`src/rtl/lynx_memctl.sv`:
```
// Lynx memory controller: bank/ctrl port decode, read-source mux, video plane writes, SDRAM handshake FSM.
// Optional macro LYNX_MEMCTL_TMO_EN adds the SDRAM ack timeout and the sticky err flag.
module lynx_memctl #(
   parameter int RAMAW  = 14,
   parameter int ROMAW  = 14,
   parameter int PLANES = 2,
   parameter int TMO    = 15
) (
   input  logic                  clock,
   input  logic                  reset,
   input  logic                  ce,
   input  logic                  mreq,
   input  logic                  iorq,
   input  logic                  wr,
   input  logic                  rd,
   input  logic [15:0]           a,
   input  logic [7:0]            q,
   output logic [7:0]            d,
   output logic                  waitn,
   output logic [ROMAW-1:0]      romA,
   input  logic [7:0]            romDo,
   output logic                  sdrReq,
   output logic                  sdrWe,
   output logic [23:0]           sdrA,
   output logic [7:0]            sdrDi,
   input  logic [7:0]            sdrDo,
   input  logic                  sdrAck,
   output logic [PLANES-1:0]     vWe,
   output logic [13:0]           vA,
   output logic [7:0]            vDi,
   input  logic [PLANES*8-1:0]   vDo,
   output logic [7:0]            bank,
   output logic [4:0]            ctrl,
   output logic                  err,
   output logic [1:0]            fsmState
);

   typedef enum logic [1:0] {IDLE = 2'd0, REQ = 2'd1, WAITACK = 2'd2, HOLD = 2'd3} state_t;

   state_t     stateNow;
   state_t     stateNext;
   logic [5:1] ctrlReg;
   logic       rdLast;
   logic       wrLast;
   logic [7:0] rdBuf;
   logic       tmoHit;
   logic       start;
   logic [7:0] planeD;
   logic       planeHit;

   // An access starts only on a strobe edge seen at a ce sample point.
   assign start = ce && !mreq &&
                  ((!wr && wrLast && !bank[0]) || (!rd && rdLast && !bank[5]));

   always_ff @(posedge clock) begin
      if (reset) stateNow <= IDLE;
      else       stateNow <= stateNext;
   end

   always_comb begin
      stateNext = stateNow;
      case (stateNow)
         IDLE:    if (start) stateNext = REQ;
         REQ:     stateNext = WAITACK;
         WAITACK: if (sdrAck || tmoHit) stateNext = HOLD;
         HOLD:    if (mreq) stateNext = IDLE;
         default: stateNext = IDLE;
      endcase
   end

   always_comb begin
      sdrReq   = (stateNow == REQ);
      waitn    = !((stateNow == REQ) || (stateNow == WAITACK));
      fsmState = stateNow;
   end

   // Edge trackers reset low so a strobe still held after reset cannot start an access.
   always_ff @(posedge clock) begin
      if (reset) begin
         bank    <= 8'h00;
         ctrlReg <= 5'h00;
         rdLast  <= 1'b0;
         wrLast  <= 1'b0;
         rdBuf   <= 8'hFF;
         sdrWe   <= 1'b0;
         sdrDi   <= 8'h00;
         vWe     <= '0;
      end else begin
         vWe <= '0;
         if (ce) begin
            rdLast <= rd;
            wrLast <= wr;
            if (!iorq && !wr) begin
               if (a[6:0] == 7'h7F) bank <= q;
               if (a[7] && !a[6] && !a[2] && !a[1]) ctrlReg <= q[5:1];
            end
            if (!mreq && !wr && wrLast && ctrlReg[5]) vWe <= bank[PLANES:1];
         end
         if (stateNow == IDLE && start) begin
            sdrWe <= ~wr;
            sdrDi <= q;
         end
         if (stateNow == WAITACK) begin
            if (sdrAck)      rdBuf <= sdrDo;
            else if (tmoHit) rdBuf <= 8'hFF;
         end
      end
   end

`ifdef LYNX_MEMCTL_TMO_EN
   logic [5:0] tmoCnt;

   assign tmoHit = (stateNow == WAITACK) && (tmoCnt == 6'(TMO - 1));

   always_ff @(posedge clock) begin
      if (reset) begin
         tmoCnt <= 6'd0;
         err    <= 1'b0;
      end else begin
         if (stateNow != WAITACK) tmoCnt <= 6'd0;
         else if (!tmoHit)        tmoCnt <= tmoCnt + 6'd1;
         if (tmoHit && !sdrAck) err <= 1'b1;
      end
   end
`else
   assign tmoHit = 1'b0;
   assign err    = 1'b0;
`endif

   generate
      if (RAMAW == 16) begin : g_ram96
         assign sdrA = {8'h00, a};
      end else begin : g_ram48
         assign sdrA = {10'h000, a[14], a[12:0]};
      end
   endgenerate

   assign romA = a[ROMAW-1:0];
   assign vA   = {a[14], a[12:0]};
   assign vDi  = q;
   assign ctrl = ctrlReg;

   // Walk planes high to low so the lowest unmasked plane wins.
   always_comb begin
      planeD   = 8'hFF;
      planeHit = 1'b0;
      for (int p = PLANES - 1; p >= 0; p--) begin
         if (!ctrlReg[2+p]) begin
            planeD   = vDo[p*8 +: 8];
            planeHit = 1'b1;
         end
      end
   end

   always_comb begin
      d = 8'hFF;
      if (!iorq) begin
         if (!rd && a[7:0] == 8'h80) d = {7'h7F, ~ctrlReg[1]};
      end else if (!bank[4] && a[15:14] == 2'b00) begin
         d = romDo;
      end else if (!bank[4] && a[15:13] == 3'b010) begin
         d = (ROMAW == 15) ? romDo : 8'hFF;
      end else if (!bank[5]) begin
         d = rdBuf;
      end else if (bank[6] && planeHit) begin
         d = planeD;
      end
   end

endmodule

```
`config.mk`:
```
export PLATFORM = sky130hd
export DESIGN_NAME = lynx_memctl
export DESIGN_NICKNAME = d
export VERILOG_FILES = /design/src/rtl/lynx_memctl.sv
export SDC_FILE = /design/constraint.sdc
export NUM_CORES = 1
export LEC_CHECK = 0
export CORE_MARGIN = 10
export CORE_UTILIZATION = 37
export CTS_CLUSTER_DIAMETER = 30
export DETAILED_ROUTE_END_ITERATION = 10
export PLACE_DENSITY_LB_ADDON = 0.15
export SYNTH_ARGS = -nofsm -noshare
export SYNTH_HDL_FRONTEND = slang
export SYNTH_SLANG_ARGS = --single-unit
export TNS_END_PERCENT = 100
```
`constraint.sdc`:
```
create_clock -name clock -period 3 [get_ports clock]
set_input_delay 0.6 -clock clock [delete_from_list [all_inputs] [get_ports clock]]
set_output_delay 0.6 -clock clock [all_outputs]
set_load 0.01 [all_outputs]
```
==> results of run 1 <==
## sequential cells by signal, summed over array words and instances, names as in the netlist
register / cells
rdBuf: 8
wrLast: 1
sdrDi: 8
fsmState: 2
bank: 8
ctrl: 5
rdLast: 1
sdrWe: 1
vWe: 2
## per-stage QoR
stage / power, mW / hold WS, ns / setup WS, ns / cell area, sq um
final: 1.093 / 0.4694 / 0.1531 / 3274
after global routing: 1.149 / 0.5004 / 0.009520 / 3274
after CTS: 1.109 / 0.4733 / 0.1271 / 3274
after detailed placement: 0.7365 / 0.4573 / 0.1231 / 3178
after global placement: 0.7347 / 0.4523 / 0.1510 / 3178
after floorplan: 0.6352 / 0.4412 / 1.043 / 2246
## kinds of logic (layout without fill, tap and decap cells)
family                     after synthesis  in the layout
AOI/OAI and AO/OA                       29             29
adders and majority gates                4              4
buffers and inverters                   81            153
DFF                                     36             36
muxes                                   26             26
other                                    1             11
and+or+nand+nor                         87             87
## worst max-delay path, delay by kind of cell
kind / cells / cell delay, ns
AND/OR/NAND/NOR: 1 / 0.24
buffers and inverters: 2 / 0.92
AO/OA/AOI/OAI: 3 / 0.49
## routing by layer
metal  up-vias  GRT usage [%]  routed length [um]
li1        988              -                   -
met1       869          14.90                2734
met2        71          24.33                3478
met3         8          4.054                 463
met4         0          4.027                  70
met5         -              0                   0
## synth_stat cells
cell,number,area (sq um)
a21oi_1,8,40.04
dfxtp_1,36,720.7
o21a_1,1,7.510
buf_6,1,11.26
ha_1,4,50.05
nand4_1,3,18.77
o22a_1,7,61.31
nor4_4,1,21.27
buf_2,2,10.01
a31oi_1,1,6.260
o22ai_1,7,43.79
nand3_1,17,85.08
nand2_1,14,52.55
o2111ai_1,1,8.760
nor3_1,3,15.01
nor4b_1,2,17.52
a21o_1,1,7.510
mux2i_1,26,260.3
nor2b_1,2,12.51
buf_4,61,457.9
nor2_1,36,135.1
o21ai_0,1,5.000
inv_1,8,30.03
nand2b_1,1,6.260
nor3b_1,4,30.03
nand2b_4,1,13.76
and2_1,3,18.77
clkbuf_1,9,33.78
a221oi_1,1,8.760
conb_1,1,3.750
a2111oi_2,1,15.01
## power by group through the flow
| stage | sequential, mW | clock, mW | combinational [mW] |
|---|---|---|---|
| 2_1_floorplan | 0.499 | 0 | 0.136 |
| 3_3_place_gp | 0.498 | 0 | 0.237 |
| 3_5_place_dp | 0.498 | 0 | 0.239 |
| 4_1_cts | 0.486 | 0.383 | 0.240 |
| 5_1_grt | 0.487 | 0.406 | 0.255 |
| 6_report | 0.486 | 0.369 | 0.237 |
## worst min-delay path by stage
stage	endpoint	slack, ns	cells past startpoint
global placement	rdBuf[2]	0.45	2
CTS	rdBuf[2]	0.47	2
detailed placement	rdBuf[2]	0.46	2
floorplan	rdBuf[0]	0.44	2
finish	rdBuf[2]	0.47	2
global route	rdBuf[3]	0.50	2
## cell type report
cell class | instances | area, sq um
repair buffers | 137 | 1351
multi-input cells | 157 | 982.2
clock inverters | 2 | 13.76
fillers | 524 | 2576
inverters | 8 | 30.03
clock buffers | 6 | 82.58
well taps | 75 | 93.84
flip-flops and latches | 36 | 720.7
==> metrics.cfg, run 1 <==
[setup_path]
rr_worst_depth=5
path_max_fanout=2
cp-startpoint=a[14]
critPathArrivalTime_ns=2.25
regToRegSetupSlack_ns=1.29
critPathKind=primary input to output pin
crit_required_ns=2.40
crit_path_top_delay_cell=clkdlybuf4s50_1
max_stage_delay_ns=0.50
cpMostUsedCell=clkdlybuf4s50_1
critical_path.endpoint=d[0]
rr_startpoint=fsmState[0]
cp-end-kind=output pin
crit_path_start_kind=primary input
timing.rr.end=fsmState[1]
path_cells=clkdlybuf4s50_1 -> nor3_1 -> a21oi_1 -> a221oi_1 -> a31oi_1 -> clkdlybuf4s50_1

[timing]
post-route-min-period_ns=2.847
fin_skew_ns=0.005720
rsz0062_at_grt=false
drv_slew=0
fin_crit_sh_pct=94.90
fin_setup_tns_ns=0
clock.fmax_ghz=0.3513
setup_viol=0
hold_viol_final=0

[worst_hold_path]
hold_start=rdBuf[2]
worstHoldPathType=flip-flop to flip-flop

[grt]
grt_pass1_wl_um=10610
grt_pass1_vias=1951
grt-ovfl-total=0
track_usage_pct=13.54
grt_max_degree=26
antenna_found_initial=0

[clock_network]
clock_sinks=36
cts_buffers=5
cts_buffer_depth=2
htreeDepth=2
cts_tree=built
clkTransAtPathRegs_ns=0.08
postCtsHoldBufs=0
cts_resized=0
cts_root_buffer=clkbuf_8
cts_setup_buffers=0
clkLatencyLatePin_ns=0.29

[power_and_ir_drop]
p_int_uw=814.1
ir_drop_mv=0.2093
p_comb_share_pct=21.7
switchingPower_uw=278.6
clkPwrFrac_pct=33.8
pwr-share-seq_pct=44.5
switching_share_pct=25.50
pwr_density_cell_nw_per_um2=333.7
p_leak_nw=1.358

[placed_design]
place_inst=413
hpwl_um=5680
place_congestion=0.7465
portBuffers=129

[route]
remaining_drc_errors=0
dr_total_vias=1936
final_antenna_net_count=0
drtIter0Drc=59
viasPerCell=4.599
wl_per_cell_um=16.02
totalWireLength_um=6746
drt_first_pass_iters=4

[synth]
synth-xor-area-share_pct=0
synth_fa_ha_area_share_pct=2.266
yosysUniqueCellTypes=31
yosys_warnings=0
synth_mux_area_share_pct=11.78
avgSynthCellArea_sq_um=8.365
synth_simple_gate_area_share_pct=19.32
ys_seq_area_share_pct=32.63
ys_ff_latch=36
syn_inst=264
synth-compound-area-share_pct=9.235
synth_top_family_by_area=buffers and inverters
syn_area_sq_um=2208

[finish]
final_cells=421
drive_gt1_share_pct=5.491
n_antenna_cell=0
fin_util_pct=55.97
layout_commonest_cell=clkdlybuf4s50_1
area_delta_synth_final_pct=48.27
mostFrequentLayoutCells=129 x clkdlybuf4s50_1, 36 x nor2_1, 36 x dfxtp_1
final_nets=413

[floorplanning]
rows=28
dieWidth_um=97.26
start_util_pct=37.75
core_area_sq_um=5851
dieArea_sq_um=9459
io_pins=161
fp.dieH_um=97.26

[run]
drv_cap=0

[outcome]
status=complete, no violations

(Power assumes the default switching activity.)
==> run 2, diff against run 1 <==
--- a/config.mk
+++ b/config.mk
@@ -9,6 +9,7 @@
 export CORE_UTILIZATION = 37
 export CTS_CLUSTER_DIAMETER = 30
 export DETAILED_ROUTE_END_ITERATION = 10
+export GPL_TIMING_DRIVEN = 0
 export PLACE_DENSITY_LB_ADDON = 0.15
 export SYNTH_ARGS = -nofsm -noshare
 export SYNTH_HDL_FRONTEND = slang
==> metrics.cfg, run 2 (same netlist as run 1, synthesis figures left out) <==
[placed_design]
place_inst=490
hpwl_um=6441
portBuffers=141
place_ws_ns=0.04395
place_congestion=0.7556

[setup_path]
critPathArrivalTime_ns=2.23
crit_path_start_kind=primary input
crit_required_ns=2.40
path_max_fanout=7
cp-end-kind=output pin
critPathKind=primary input to output pin

[timing]
fin_setup_tns_ns=0
finalHoldWorstSlack_ns=0.4729
hold_viol_final=0
setup_viol=0
fin_crit_sh_pct=94.42
fin_skew_ns=0.005932
clock.fmax_ghz=0.3530
drv_slew=0
setup_slack_ns=0.1673
rsz0062_at_grt=false
tightest_slew_ns=0.8042
slew_headroom_pct=45.98
post-route-min-period_ns=2.833

[grt]
grt_pass1_vias=2221
grt_pass1_wl_um=11940
track_usage_pct=15.05
antenna_found_initial=0
grt_max_degree=13
grt-ovfl-total=0

[finish]
multi_input_area_sq_um=993.5
layout_commonest_cell=clkdlybuf4s50_1
drive_gt1_share_pct=18.25
fillers=512
final_cells=497
top_regs=bank (8), rdBuf (8), sdrDi (8)
n_antenna_cell=0
area_delta_synth_final_pct=74.67
final_nets=489
seq_area_sq_um=720.7
mostFrequentLayoutCells=140 x clkdlybuf4s50_1, 61 x buf_4, 36 x nor2_1, 36 x dfxtp_1, 26 x mux2i_1

[power_and_ir_drop]
clkPwrFrac_pct=31.2
pwr_density_cell_nw_per_um2=304.1
power_mw=1.173
ir_drop_mv=0.2949
pwr-share-seq_pct=41.5
switching_share_pct=25.30
switchingPower_uw=296.7
p_leak_nw=1.702
p_comb_share_pct=27.4
p_int_uw=876.3

[clock_network]
cts_setup_buffers=0
htreeDepth=2
clkLatencyLatePin_ns=0.29
cts_buffers=5
cts_tree=built
cts_root_buffer=clkbuf_8
cts_buffer_depth=2
clock_sinks=36
clkTransAtPathRegs_ns=0.08

[outcome]
status=complete, no violations

[route]
route.met2.wl_um=3755
wl_met1_um=2940
drt_first_pass_iters=4
wl_met3_um=747
highest_layer=met4
dr_total_vias=2203
viasPerCell=4.433
drtIter0Drc=71
totalWireLength_um=7497
remaining_drc_errors=0
wl_per_cell_um=15.08
final_antenna_net_count=0

[floorplanning]
dieArea_sq_um=9459
fp.dieH_um=97.26
core_area_sq_um=5851
start_util_pct=37.75
dieWidth_um=97.26
rows=28
io_pins=161

[run]
drv_cap=0

[worst_hold_path]
worstHoldPathType=flip-flop to flip-flop

[run 2: what timing repair did]
action	4_1_cts	5_1_grt
gates resized for setup	0	3
setup endpoints to repair	0	8
hold buffers	0	0
[run 2: layout make-up]
type | instances | share of cell area, %
buffer | 72 | 13.20
clock buffer | 6 | 2.141
clock inverter | 2 | 0.3568
inverter | 8 | 0.7785
multi-input combinational | 157 | 25.75
sequential | 36 | 18.68
tap | 75 | 2.433
timing repair buffer | 141 | 36.65
[run 2: final timing paths]
kind | slack [ns] | endpoint | from | cells after the start
max | 0.17 | d[2] | iorq | 5
min | 0.47 | rdBuf[6] | rdBuf[6] | 2
max reg2reg | 1.43 | sdrDi[2] | fsmState[0] | 6
min reg2reg | 0.47 | rdBuf[6] | rdBuf[6] | 2
[run 2: power by group through the flow]
stage	logic (mW)	registers, mW	clock network [mW]
after floorplan	0.136	0.499	0
after global placement	0.318	0.498	0
after detailed placement	0.322	0.498	0
after CTS	0.323	0.487	0.373
after global routing	0.345	0.487	0.390
final	0.321	0.487	0.365
[run 2: routing by layer]
| layer | vias to the layer above | track usage [%] |
|---|---|---|
| met3 | 5 | 6.686 |
| met5 | - | 0 |
| met1 | 969 | 16.08 |
| met4 | 0 | 2.685 |
| li1 | 1133 | - |
| met2 | 96 | 26.90 |
[run 2: worst max-delay path, stage by stage]
cell and delay, ns:
clkdlybuf4s50_1 0.58, inv_1 0.11, a21o_1 0.24, o22a_1 0.20
clkdlybuf4s50_1 0.50
[run 2: per-stage QoR]
step	utilization, %	instance area [sq um]
after global placement	64.11	3751
after CTS	65.76	3847
final	65.93	3857
after global routing	65.93	3857
after floorplan	-	2246
after detailed placement	64.11	3751
